`src/rtl/shift_reg_pkg.sv`:
```
// Shared types for the burst shift register: shift modes and FSM states.
package shift_reg_pkg;

    typedef enum logic [1:0] {
        SH_LOGIC = 2'b00,
        SH_ROT   = 2'b01,
        SH_ARITH = 2'b10,
        SH_HOLD  = 2'b11
    } sh_mode_t;

    typedef enum logic {
        IDLE  = 1'b0,
        SHIFT = 1'b1
    } sh_state_t;

endpackage

```
`src/rtl/shift_reg_step.sv`:
```
// Single-step shift transform: one bit position in the selected mode/direction.
module shift_reg_step
    import shift_reg_pkg::*;
#(
    parameter int unsigned WIDTH = 8
) (
    input  logic [WIDTH-1:0] data,
    input  sh_mode_t         mode,
    input  logic             direction,
    input  logic             fill,
    output logic [WIDTH-1:0] next_data,
    output logic             out_bit
);

    // Compute the shifted word and the bit that falls off the end.
    always_comb begin
        next_data = data;
        out_bit   = 1'b0;
        case (mode)
            SH_LOGIC: begin
                out_bit   = direction ? data[WIDTH-1] : data[0];
                next_data = direction ? {data[WIDTH-2:0], fill}
                                      : {fill, data[WIDTH-1:1]};
            end
            SH_ROT: begin
                out_bit   = direction ? data[WIDTH-1] : data[0];
                next_data = direction ? {data[WIDTH-2:0], data[WIDTH-1]}
                                      : {data[0], data[WIDTH-1:1]};
            end
            SH_ARITH: begin
                out_bit   = direction ? data[WIDTH-1] : data[0];
                next_data = direction ? {data[WIDTH-2:0], 1'b0}
                                      : {data[WIDTH-1], data[WIDTH-1:1]};
            end
            default: begin
                // Hold: word unchanged, nothing shifted out.
                next_data = data;
                out_bit   = 1'b0;
            end
        endcase
    end

endmodule

```
`src/rtl/shift_reg_p.sv`:
```
// Parallel-load shift register that runs counted single-bit shift bursts.
module shift_reg_p
    import shift_reg_pkg::*;
#(
    parameter int unsigned WIDTH = 8,
    parameter int unsigned CNT_W = 4
) (
    input  logic             clk,
    input  logic             reset,
    input  logic             load,
    input  logic [WIDTH-1:0] datain,
    input  logic             start,
    input  logic [CNT_W-1:0] count,
    input  logic [1:0]       mode,
    input  logic             direction,
    input  logic             serial_in,
    output logic [WIDTH-1:0] dataout,
    output logic             serial_out,
    output logic             busy,
    output logic             done
);

    sh_state_t        state_q, state_d;
    logic [WIDTH-1:0] data_q, data_d;
    logic             sout_q, sout_d;
    logic             busy_q, busy_d;
    logic             done_q, done_d;
    logic [CNT_W-1:0] cnt_q, cnt_d;
    sh_mode_t         mode_q, mode_d;
    logic             dir_q, dir_d;

    logic [WIDTH-1:0] step_data;
    logic             step_bit;
    logic             last_step;

    assign last_step = (cnt_q == CNT_W'(1));

    shift_reg_step #(
        .WIDTH (WIDTH)
    ) u_step (
        .data      (data_q),
        .mode      (mode_q),
        .direction (dir_q),
        .fill      (serial_in),
        .next_data (step_data),
        .out_bit   (step_bit)
    );

    // State register.
    always_ff @(posedge clk or negedge reset) begin
        if (!reset) state_q <= IDLE;
        else        state_q <= state_d;
    end

    // Next state: leave IDLE only on an accepted non-empty burst.
    always_comb begin
        state_d = state_q;
        case (state_q)
            IDLE:    if (!load && start && (count != '0)) state_d = SHIFT;
            SHIFT:   if (last_step) state_d = IDLE;
            default: state_d = IDLE;
        endcase
    end

    // Datapath and status next values; load beats start, both ignored mid-burst.
    always_comb begin
        data_d = data_q;
        sout_d = sout_q;
        busy_d = busy_q;
        done_d = 1'b0;
        cnt_d  = cnt_q;
        mode_d = mode_q;
        dir_d  = dir_q;
        case (state_q)
            IDLE: begin
                if (load) begin
                    data_d = datain;
                end else if (start) begin
                    if (count == '0) begin
                        done_d = 1'b1;
                    end else begin
                        cnt_d  = count;
                        mode_d = sh_mode_t'(mode);
                        dir_d  = direction;
                        busy_d = 1'b1;
                    end
                end
            end
            SHIFT: begin
                data_d = step_data;
                sout_d = step_bit;
                cnt_d  = cnt_q - CNT_W'(1);
                if (last_step) begin
                    busy_d = 1'b0;
                    done_d = 1'b1;
                end
            end
            default: begin
                busy_d = 1'b0;
            end
        endcase
    end

    // Datapath and status registers.
    always_ff @(posedge clk or negedge reset) begin
        if (!reset) begin
            data_q <= '0;
            sout_q <= 1'b0;
            busy_q <= 1'b0;
            done_q <= 1'b0;
            cnt_q  <= '0;
            mode_q <= SH_LOGIC;
            dir_q  <= 1'b0;
        end else begin
            data_q <= data_d;
            sout_q <= sout_d;
            busy_q <= busy_d;
            done_q <= done_d;
            cnt_q  <= cnt_d;
            mode_q <= mode_d;
            dir_q  <= dir_d;
        end
    end

    assign dataout    = data_q;
    assign serial_out = sout_q;
    assign busy       = busy_q;
    assign done       = done_q;

endmodule

```
`config.mk`:
```
export PLATFORM = sky130hd
export DESIGN_NAME = shift_reg_p
export DESIGN_NICKNAME = d
export VERILOG_FILES = /design/src/rtl/shift_reg_pkg.sv /design/src/rtl/shift_reg_step.sv /design/src/rtl/shift_reg_p.sv
export SDC_FILE = /design/constraint.sdc
export NUM_CORES = 1
export LEC_CHECK = 0
export ABC_AREA = 1
export CORE_MARGIN = 5
export CORE_UTILIZATION = 52
export DETAILED_ROUTE_END_ITERATION = 10
export PLACE_DENSITY = 0.95
export SYNTH_ARGS = -nofsm -noshare
export SYNTH_HDL_FRONTEND = slang
export SYNTH_SLANG_ARGS = --single-unit
```
`constraint.sdc`:
```
create_clock -name clk -period 2.7 [get_ports clk]
set_input_delay 0.54 -clock clk [delete_from_list [all_inputs] [get_ports clk]]
set_output_delay 0.54 -clock clk [all_outputs]
set_load 0.03 [all_outputs]
```
== Yosys cells after proc, flatten, opt, wreduce, memory -nomap -nowiden ==
Cells that the tools add are included.

* Flip-flop bits (word level): 19
* Input port bits: 20
* Output and inout bits: 11
* Word-level logic and storage cells: 60

* Eq/ne operators: 10
* Multiplexer cells: 25
* Bitwise operators: 3
* Add/sub/neg operators: 1
* Reduce and logical (&&, ||, !) cells: 12

{| class="wikitable"
|+ Operators by type and width
! operator !! count
|-
| $mux 8 || 4
|-
| $pmux 8 s3 || 1
|-
| $pmux 8 s2 || 1
|-
| $mux 1 || 12
|-
| $mux 4 || 3
|-
| $ne 2x2->1 const B || 4
|-
| $pmux 4 s2 || 1
|-
| $reduce_and 4->1 || 2
|-
| $pmux 1 s2 || 3
|-
| $reduce_and 3->1 || 2
|-
| $eq 4x1->1 const B || 1
|-
| $logic_not 4->1 || 1
|-
| $ne 4x1->1 const B || 1
|-
| $reduce_bool 4->1 || 1
|-
| $sub 4x1->4 const B || 1
|-
| $ne 3x3->1 const B || 1
|-
| $not 1->1 || 3
|-
| $reduce_or 3->1 || 1
|-
| $eq 2x1->1 const B || 1
|-
| $eq 2x2->1 const B || 1
|-
| $logic_and 1x1->1 || 2
|-
| $logic_not 2->1 || 1
|-
| $ne 2x1->1 const B || 1
|-
| $reduce_and 2->1 || 1
|-
| $logic_not 1->1 || 1
|}

== Depth between registers and ports, before layout ==
Gate-level depths: netlist of the first run.

* Word-level depth: 5
* Depth in mapped cells: 8

== Hierarchy ==
Synthesis of the first run repeated with hierarchy kept, for this count alone.

* Cells, all modules: 169
* Area, all modules: 1169.9 um^2

{| class="wikitable"
|+ By module, submodules not included
! module !! cells each !! area an instance (um^2) !! sequential area each (um^2) !! instances
|-
| shift_reg_p || 115 || 913.4 || 475.5 || 1
|-
| shift_reg_step || 54 || 256.5 || 0.0 || 1
|}

== Worst setup path after synthesis of the first run ==
No wires, ideal clock.

* Kind: register to register
* Start: register mode_q[0]
* End: register data_q[3] (netlist: dataout[3])
* Cell stages (with the launch flop): 9
* Clock period less this slack: 1.353 ns
* Data arrival time: 1.229 ns
* Setup time: 0.124 ns
* Path slack: 1.347 ns
* Cell sequence: dfrtp_1 > inv_1 > ha_1 > inv_1 > nand3_1 > nand2_4 > inv_2 > nor2_1 > a21oi_1

* Cells in the longest elaborated chain, start to end: 3
* Elaborated cells on any way between the ends: 7

{| class="wikitable"
|+ RTL lines
! what !! RTL line !! RTL
|-
| start, declared || shift_reg_p.sv:29 || <nowiki>sh_mode_t mode_q, mode_d;</nowiki>
|-
| start signal, assigned || shift_reg_p.sv:120 || <nowiki>mode_q <= mode_d;</nowiki>
|-
| $eq 2x2->1 (tied with other cells) || shift_reg_step.sv:19 || <nowiki>case (mode)</nowiki>
|-
| $pmux 8 s3 or $ne 4x1->1 (tied branches) || n/a ||
|-
| $pmux 8 s2 or $reduce_and 2->1 (tied branches) || n/a ||
|-
| end signal, assigned || shift_reg_p.sv:115 || <nowiki>data_q <= data_d;</nowiki>
|-
| end, declared || shift_reg_p.sv:24 || <nowiki>logic [WIDTH-1:0] data_q, data_d;</nowiki>
|}

Several ways; a longest one is shown, not always the timed one.
A chain may end at the register's enable or synchronous reset.

== Worst setup path after layout of the first run ==
* Start: register data_q[0] (netlist: dataout[0])
* End: output dataout[0]

{| class="wikitable"
|+ RTL lines
! what !! RTL line !! RTL
|-
| end, declared || shift_reg_p.sv:17 || <nowiki>output logic [WIDTH-1:0] dataout,</nowiki>
|}

No word-level cell between the ends.

==> qor.yml, run 1 <==
global_route:
  grt_max_degree: 24
  antenna_found_initial: 0
  grt_pass1_wl_mm: 4.84
  grt_pass1_vias: 1127
  grt_overflow: 0
  track_usage: 0.182
synth:
  synth_area_per_cell_um2: 7.65
  synth-seq-cells: 19
  ys.flop_type: "dfrtp_1"
  yosysMostFrequentCell: "nand2_1"
  synth_common_cells: "26 x nand2_1, 23 x nor2_1, 21 x inv_1"
  async_reset_ff_frac: 1.00
  synth_top_area_share: 0.391
  synth_area_mm2: 0.00122
  syn_nets: 185
  synthTopCellsByArea: "dfrtp_1 39%, nand2_1 8.0%, a21oi_1 7.8%, nor2_1 7.1%, inv_1 6.5%"
  synth_edf_count: 0
  ys_seq_area_frac: 0.391
  synth_cell_types: 22
  yosys_warnings: 0
  synth_top_cell_by_area: "dfrtp_1"
  synthCells: 159
placement:
  dp_slack_ns: 0.965
  port_buffers: 30
  dpl.hpwl_mm: 2.14
  gp_congestion: 0.928
clock_tree:
  worst_skew_pair.late_latency_ns: 0.30
  post_cts_resized: 0
  cts_tree: "built"
  clk_pin_slew_worst_paths_ns: 0.12
  ctsRootBufferMaster: "clkbuf_4"
  cts.htree.levels: 1
  clock_path_buffers: 2
  ctsHoldBuffers: 0
  clock-sinks: 19
  postCtsSetupBuffers: 0
  numCtsBuffers: 3
worst_setup_path:
  cp_top_family: "buffers and inverters"
  start_kind: "register"
  path_max_fanout: 5
  end_kind: "output pin"
  critPathBufInv: 1
  path_cells: "clkdlybuf4s50_1"
  critical_path_arrival_ns: 1.48
  r2r_setup_slack_ns: 1.08
  cpMaxStageDelayCell: "clkdlybuf4s50_1"
  critPathKind: "reg2out"
  cpPeakStageDelay_ns: 0.71
  cp_data_required_time_ns: 2.16
worst_hold_path:
  hp-class: "reg2reg"
cells_and_area:
  fillers: 184
  nNetsFinal: 215
  drive_above_1_share: 0.0798
  syn2layout_area_growth_pct: 25.5
  sequential_cell_area_um2: 475
  utilization: 0.683
  multi_input_area_um2: 589
  diodes: 0
timing:
  rsz0062_at_grt: "false"
  tightestPinTransition_ns: 0.449
  finalClockSkew_ns: 0.0145
  post-route-min-period_ns: 2.02
  setup_viol: 0
  relSlewSlack: 0.701
  drv_slew: 0
  post-route-period-util: 0.747
  hold_violations: 0
  tns_ns: 0
  setup_slack_ns: 0.683
  timing.fmax_ghz: 0.496
route:
  ant_nets: 0
  finalWirelength_mm: 2.78
  vias: 1161
  drc: 0
  wl_per_cell_um: 12.9
  drtPass1Iterations: 5
  drt-initial-drc-count: 33
  vias_per_cell: 5.38
power:
  peakVddDrop_mv: 0.673
  p_leak_nw: 0.734
  p_per_area_mw_per_mm2: 1280
die:
  rows: 17
  core_area_mm2: 0.00223
  initial_core_util: 0.545
  die_width_um: 58.4
  fp.dieH_um: 58.4
  ioPinCount: 31
  dieArea_mm2: 0.00341
status:
  status: "finished, final reports clean"
run:
  drv_cap: 0
-- metal layers --
layer / vias up / track usage / share of wire
li1: 567 / - / -
met1: 527 / 0.230 / 0.42
met2: 59 / 0.306 / 0.49
met3: 8 / 0.0351 / 0.072
met4: 0 / 0.0662 / 0.018
met5: - / 0 / 0
-- tightest hold or removal path, cell delays in order (launching register included) --
cell and delay, ns:
dfrtp_1 0.37, nand2_1 0.05, nand2_1 0.05
-- kinds of logic (layout without fill, tap and decap cells) --
group                      count (synthesis)  after routing  synth area share
and+or+nand+nor                           66             66             0.242
AOI/OAI and AO/OA                         38             38             0.174
buffers and inverters                     29             58             0.124
DFF                                       19             19             0.391
adders and majority gates                  6              6            0.0617
xor gates and xnor gates                   1              1           0.00720
-- where the power goes --
part	switching, mW	total, mW	internal [mW]	leakage [nW]
combinational	0.738	1.21	0.472	0.498
clock	0.0907	0.146	0.0552	0.0177
sequential	0.167	0.598	0.431	0.219
total	0.995	1.95	0.958	0.734
-- flip-flops by register name (all words and copies together), names as in the netlist --
register    count
busy            1
state_q         1
cnt_q           4
dataout         8
mode_q          2
done            1
serial_out      1
dir_q           1
-- stage by stage --
stage	power [mW]	hold slack (ns)	instances	instance area [um^2]
after floorplan	1.50	0.244	159	1220
after global placement	1.75	0.470	212	1500
after detailed placement	1.81	0.479	212	1500
after CTS	1.96	0.512	216	1530
after global routing	2.14	0.549	216	1530
final	1.95	0.507	216	1530
-- layout make-up --
class | instances | share of cell area
Clock buffer | 3 | 0.0148
Clock inverter | 1 | 0.00328
Inverter | 23 | 0.0598
Multi-Input combinational cell | 111 | 0.386
Sequential cell | 19 | 0.311
Tap cell | 28 | 0.0230
Timing Repair Buffer | 31 | 0.202
-- path summary, 6_finish.rpt --
kind                                        start                endpoint  depth (start not counted)
setup / recovery           dataout[0]$_DFFE_PN0P_              dataout[0]                          1
hold / removal                   busy$_DFFE_PN0P_        busy$_DFFE_PN0P_                          2
setup reg to reg            mode_q[0]$_DFFE_PN0P_  dataout[2]$_DFFE_PN0P_                          8
hold reg to reg                  busy$_DFFE_PN0P_        busy$_DFFE_PN0P_                          2
max in group asynchronous                   reset    cnt_q[2]$_DFFE_PN0P_                          2
min in group asynchronous                   reset  dataout[3]$_DFFE_PN0P_                          2
-- layout by cell type (no fill, tap or decap) --
master	n
clkinv_2	1
o21ai_0	6
a21oi_2	4
nor2_1	23
xnor2_1	1
o21ai_1	7
inv_6	1
inv_1	21
nand2_1	26
nand2_4	2
ha_1	6
nand4_1	1
nand3_2	1
o31ai_1	1
nor2_4	1
a21oi_1	19
a22o_1	1
inv_2	1
nand3_1	12
clkbuf_4	3
dfrtp_1	19
clkdlybuf4s50_1	30
buf_4	1
Note: power is estimated with default switching activity, not from simulation.
==> inputs of run 2 (changes only) <==
--- a/config.mk
+++ b/config.mk
@@ -7,9 +7,9 @@
 export LEC_CHECK = 0
 export ABC_AREA = 1
 export CORE_MARGIN = 5
-export CORE_UTILIZATION = 52
+export CORE_UTILIZATION = 43
 export DETAILED_ROUTE_END_ITERATION = 10
-export PLACE_DENSITY = 0.95
+export PLACE_DENSITY = 0.86
 export SYNTH_ARGS = -nofsm -noshare
 export SYNTH_HDL_FRONTEND = slang
 export SYNTH_SLANG_ARGS = --single-unit
==> constraint.sdc (replaced) <==
create_clock -name clk -period 1.6 [get_ports clk]
set_input_delay 0.32 -clock clk [delete_from_list [all_inputs] [get_ports clk]]
set_output_delay 0.32 -clock clk [all_outputs]
set_load 0.03 [all_outputs]
==> run 2 against run 1 <==
  * Die area rose by 17%
  * First-iteration DRC count down 39%
  * Hold slack worse by 0.16 ns
  * Sequential cell count unchanged
  * Largest power group unchanged
  * Final cell count increased by 2.3%
  * Core utilization decreased by 12 points
  * Worst setup slack worse by 0.56 ns
  * Clock power is 67% higher
  * Global-route usage fell by 3.1 points
  * Power up 66%
==> qor.yml, run 2 (same netlist as run 1, synthesis figures left out) <==
cells_and_area:
  largest_reg_flops: 8
  final_cell_mix: "26 x nand2_1, 23 x nor2_1, 20 x inv_1"
  final_cells: 221
  final_common_cell: "nand2_1"
  nNetsFinal: 217
  diodes: 0
  drive_above_1_share: 0.0947
  syn2layout_area_growth_pct: 26.2
die:
  dieArea_mm2: 0.00399
  core_area_mm2: 0.00273
  die_width_um: 63.2
  fp.dieH_um: 63.2
  rows: 19
  initial_core_util: 0.445
  ioPinCount: 31
worst_hold_path:
  hp-class: "in2async"
clock_tree:
  worst_skew_pair.late_latency_ns: 0.30
  clock-sinks: 19
  clk_pin_slew_worst_paths_ns: 0.11
  cts.htree.levels: 1
  ctsHoldBuffers: 0
  numCtsBuffers: 3
  cts_tree: "built"
  clock_path_buffers: 2
  ctsRootBufferMaster: "clkbuf_4"
global_route:
  antenna_found_initial: 0
  track_usage: 0.151
  grt_pass1_vias: 1108
  grt_overflow: 0
  grt_pass1_wl_mm: 4.90
  grt_max_degree: 24
worst_setup_path:
  r2r_cells: 8
  r2r_start: "mode_q[0]$_DFFE_PN0P_"
  cp_data_required_time_ns: 1.78
  r2r_setup_slack_ns: 0.12
  cp_top_family: "flip-flops"
  path_max_fanout: 8
  critical_path_arrival_ns: 1.66
  critPathKind: "reg2reg"
  critPathBufInv: 3
  r2r-end: "dataout[3]$_DFFE_PN0P_"
  start_kind: "register"
  path_depth: 8
  crit_top_cell: "inv_2"
  path_cells: "inv_1, ha_1, inv_2, nand3_2, nand2_4, inv_2, nor2_1, a21oi_1"
  end_kind: "register"
  cpPeakStageDelay_ns: 0.39
  cpMaxStageDelayCell: "dfrtp_1"
timing:
  setup_slack_ns: 0.123
  relSlewSlack: 0.679
  timing.fmax_ghz: 0.677
  tightestPinTransition_ns: 0.482
  setup_viol: 0
  rsz0062_at_grt: "false"
  post-route-period-util: 0.923
  post-route-min-period_ns: 1.48
  finalClockSkew_ns: 0.00793
  tns_ns: 0
  hold_violations: 0
  drv_slew: 0
power:
  p_leak_nw: 0.755
  peakVddDrop_mv: 1.21
  power_mw: 3.25
  p_per_area_mw_per_mm2: 2120
placement:
  dp_slack_ns: 0.0373
  port_buffers: 30
  dpl.hpwl_mm: 2.12
  post-place-cells: 216
  gp_congestion: 0.798
route:
  ant_nets: 0
  vias_per_cell: 5.06
  vias: 1118
  drt-initial-drc-count: 20
  finalWirelength_mm: 2.76
  drc: 0
  drtPass1Iterations: 4
  wl_per_cell_um: 12.5
status:
  status: "finished, final reports clean"
run:
  drv_cap: 0
run 2: changes by cell type in the layout (fill, tap and decap cells not counted), sizes merged:
cell           change
clkdlybuf4s50     -11
clkbuf             +1
buf                +2
clkinv             -1
dlygate4sd2       +11
run 2: layer usage:
| metal | share of wire | vias up | wire length (um) | GRT usage |
|---|---|---|---|---|
| met5 | 0 | - | 0 | 0 |
| met4 | 0.016 | 0 | 44 | 0.0675 |
| met3 | 0.032 | 4 | 88 | 0.0373 |
| met2 | 0.51 | 24 | 1410 | 0.233 |
| met1 | 0.44 | 513 | 1220 | 0.199 |
| li1 | - | 577 | - | - |
run 2: how the worst max path moves through the flow:
stage / end / slack (ns) / start
2_1_floorplan: dataout[3]$_DFFE_PN0P_ / 0.25 / mode_q[0]$_DFFE_PN0P_
3_3_place_gp: mode_q[0]$_DFFE_PN0P_ / 0.06 / count[0]
3_5_place_dp: mode_q[0]$_DFFE_PN0P_ / 0.04 / count[2]
4_1_cts: dataout[4]$_DFFE_PN0P_ / 0.03 / mode_q[1]$_DFFE_PN0P_
5_1_grt: dataout[4]$_DFFE_PN0P_ / 0.01 / mode_q[0]$_DFFE_PN0P_
6_report: dataout[3]$_DFFE_PN0P_ / 0.12 / mode_q[0]$_DFFE_PN0P_
run 2: power breakdown:
part           switching [mW]  total [mW]  internal, mW
clock                   0.147       0.244        0.0970
combinational            1.30        2.05         0.752
sequential              0.233       0.961         0.728
total                    1.67        3.25          1.58
run 2: area by class of cell:
cell class              instances  area, um^2
repair buffers                 33         309
clock buffers                   4        26.3
flip-flops and latches         19         475
well taps                      31        38.8
fillers                       254        1200
multi-input cells             111         594
inverters                      23        91.3
run 2: what timing repair did:
action | 4_1_cts | 5_1_grt
gates cloned | 0 | 0
resized for setup | 11 | 2
setup buffers | 0 | 1
pin swaps | 0 | 1
endpoints found under the setup margin | 11 | 7
run 2: per-stage QoR:
step	hold WS, ns	util	area, um^2
finish	0.345	0.562	1540
global route	0.362	0.562	1540
CTS	0.351	0.557	1520
detailed placement	0.471	0.552	1510
global placement	0.470	0.552	1510
floorplan	0.0244	-	1220
==> inputs of run 3 (changes only) <==
--- a/config.mk
+++ b/config.mk
@@ -8,6 +8,7 @@
 export ABC_AREA = 1
 export CORE_MARGIN = 5
 export CORE_UTILIZATION = 43
+export CTS_CLUSTER_SIZE = 24
 export DETAILED_ROUTE_END_ITERATION = 10
 export PLACE_DENSITY = 0.86
 export SYNTH_ARGS = -nofsm -noshare
==> results of run 3 <==
Final layout, timing and power as in run 2 (identical DEF).
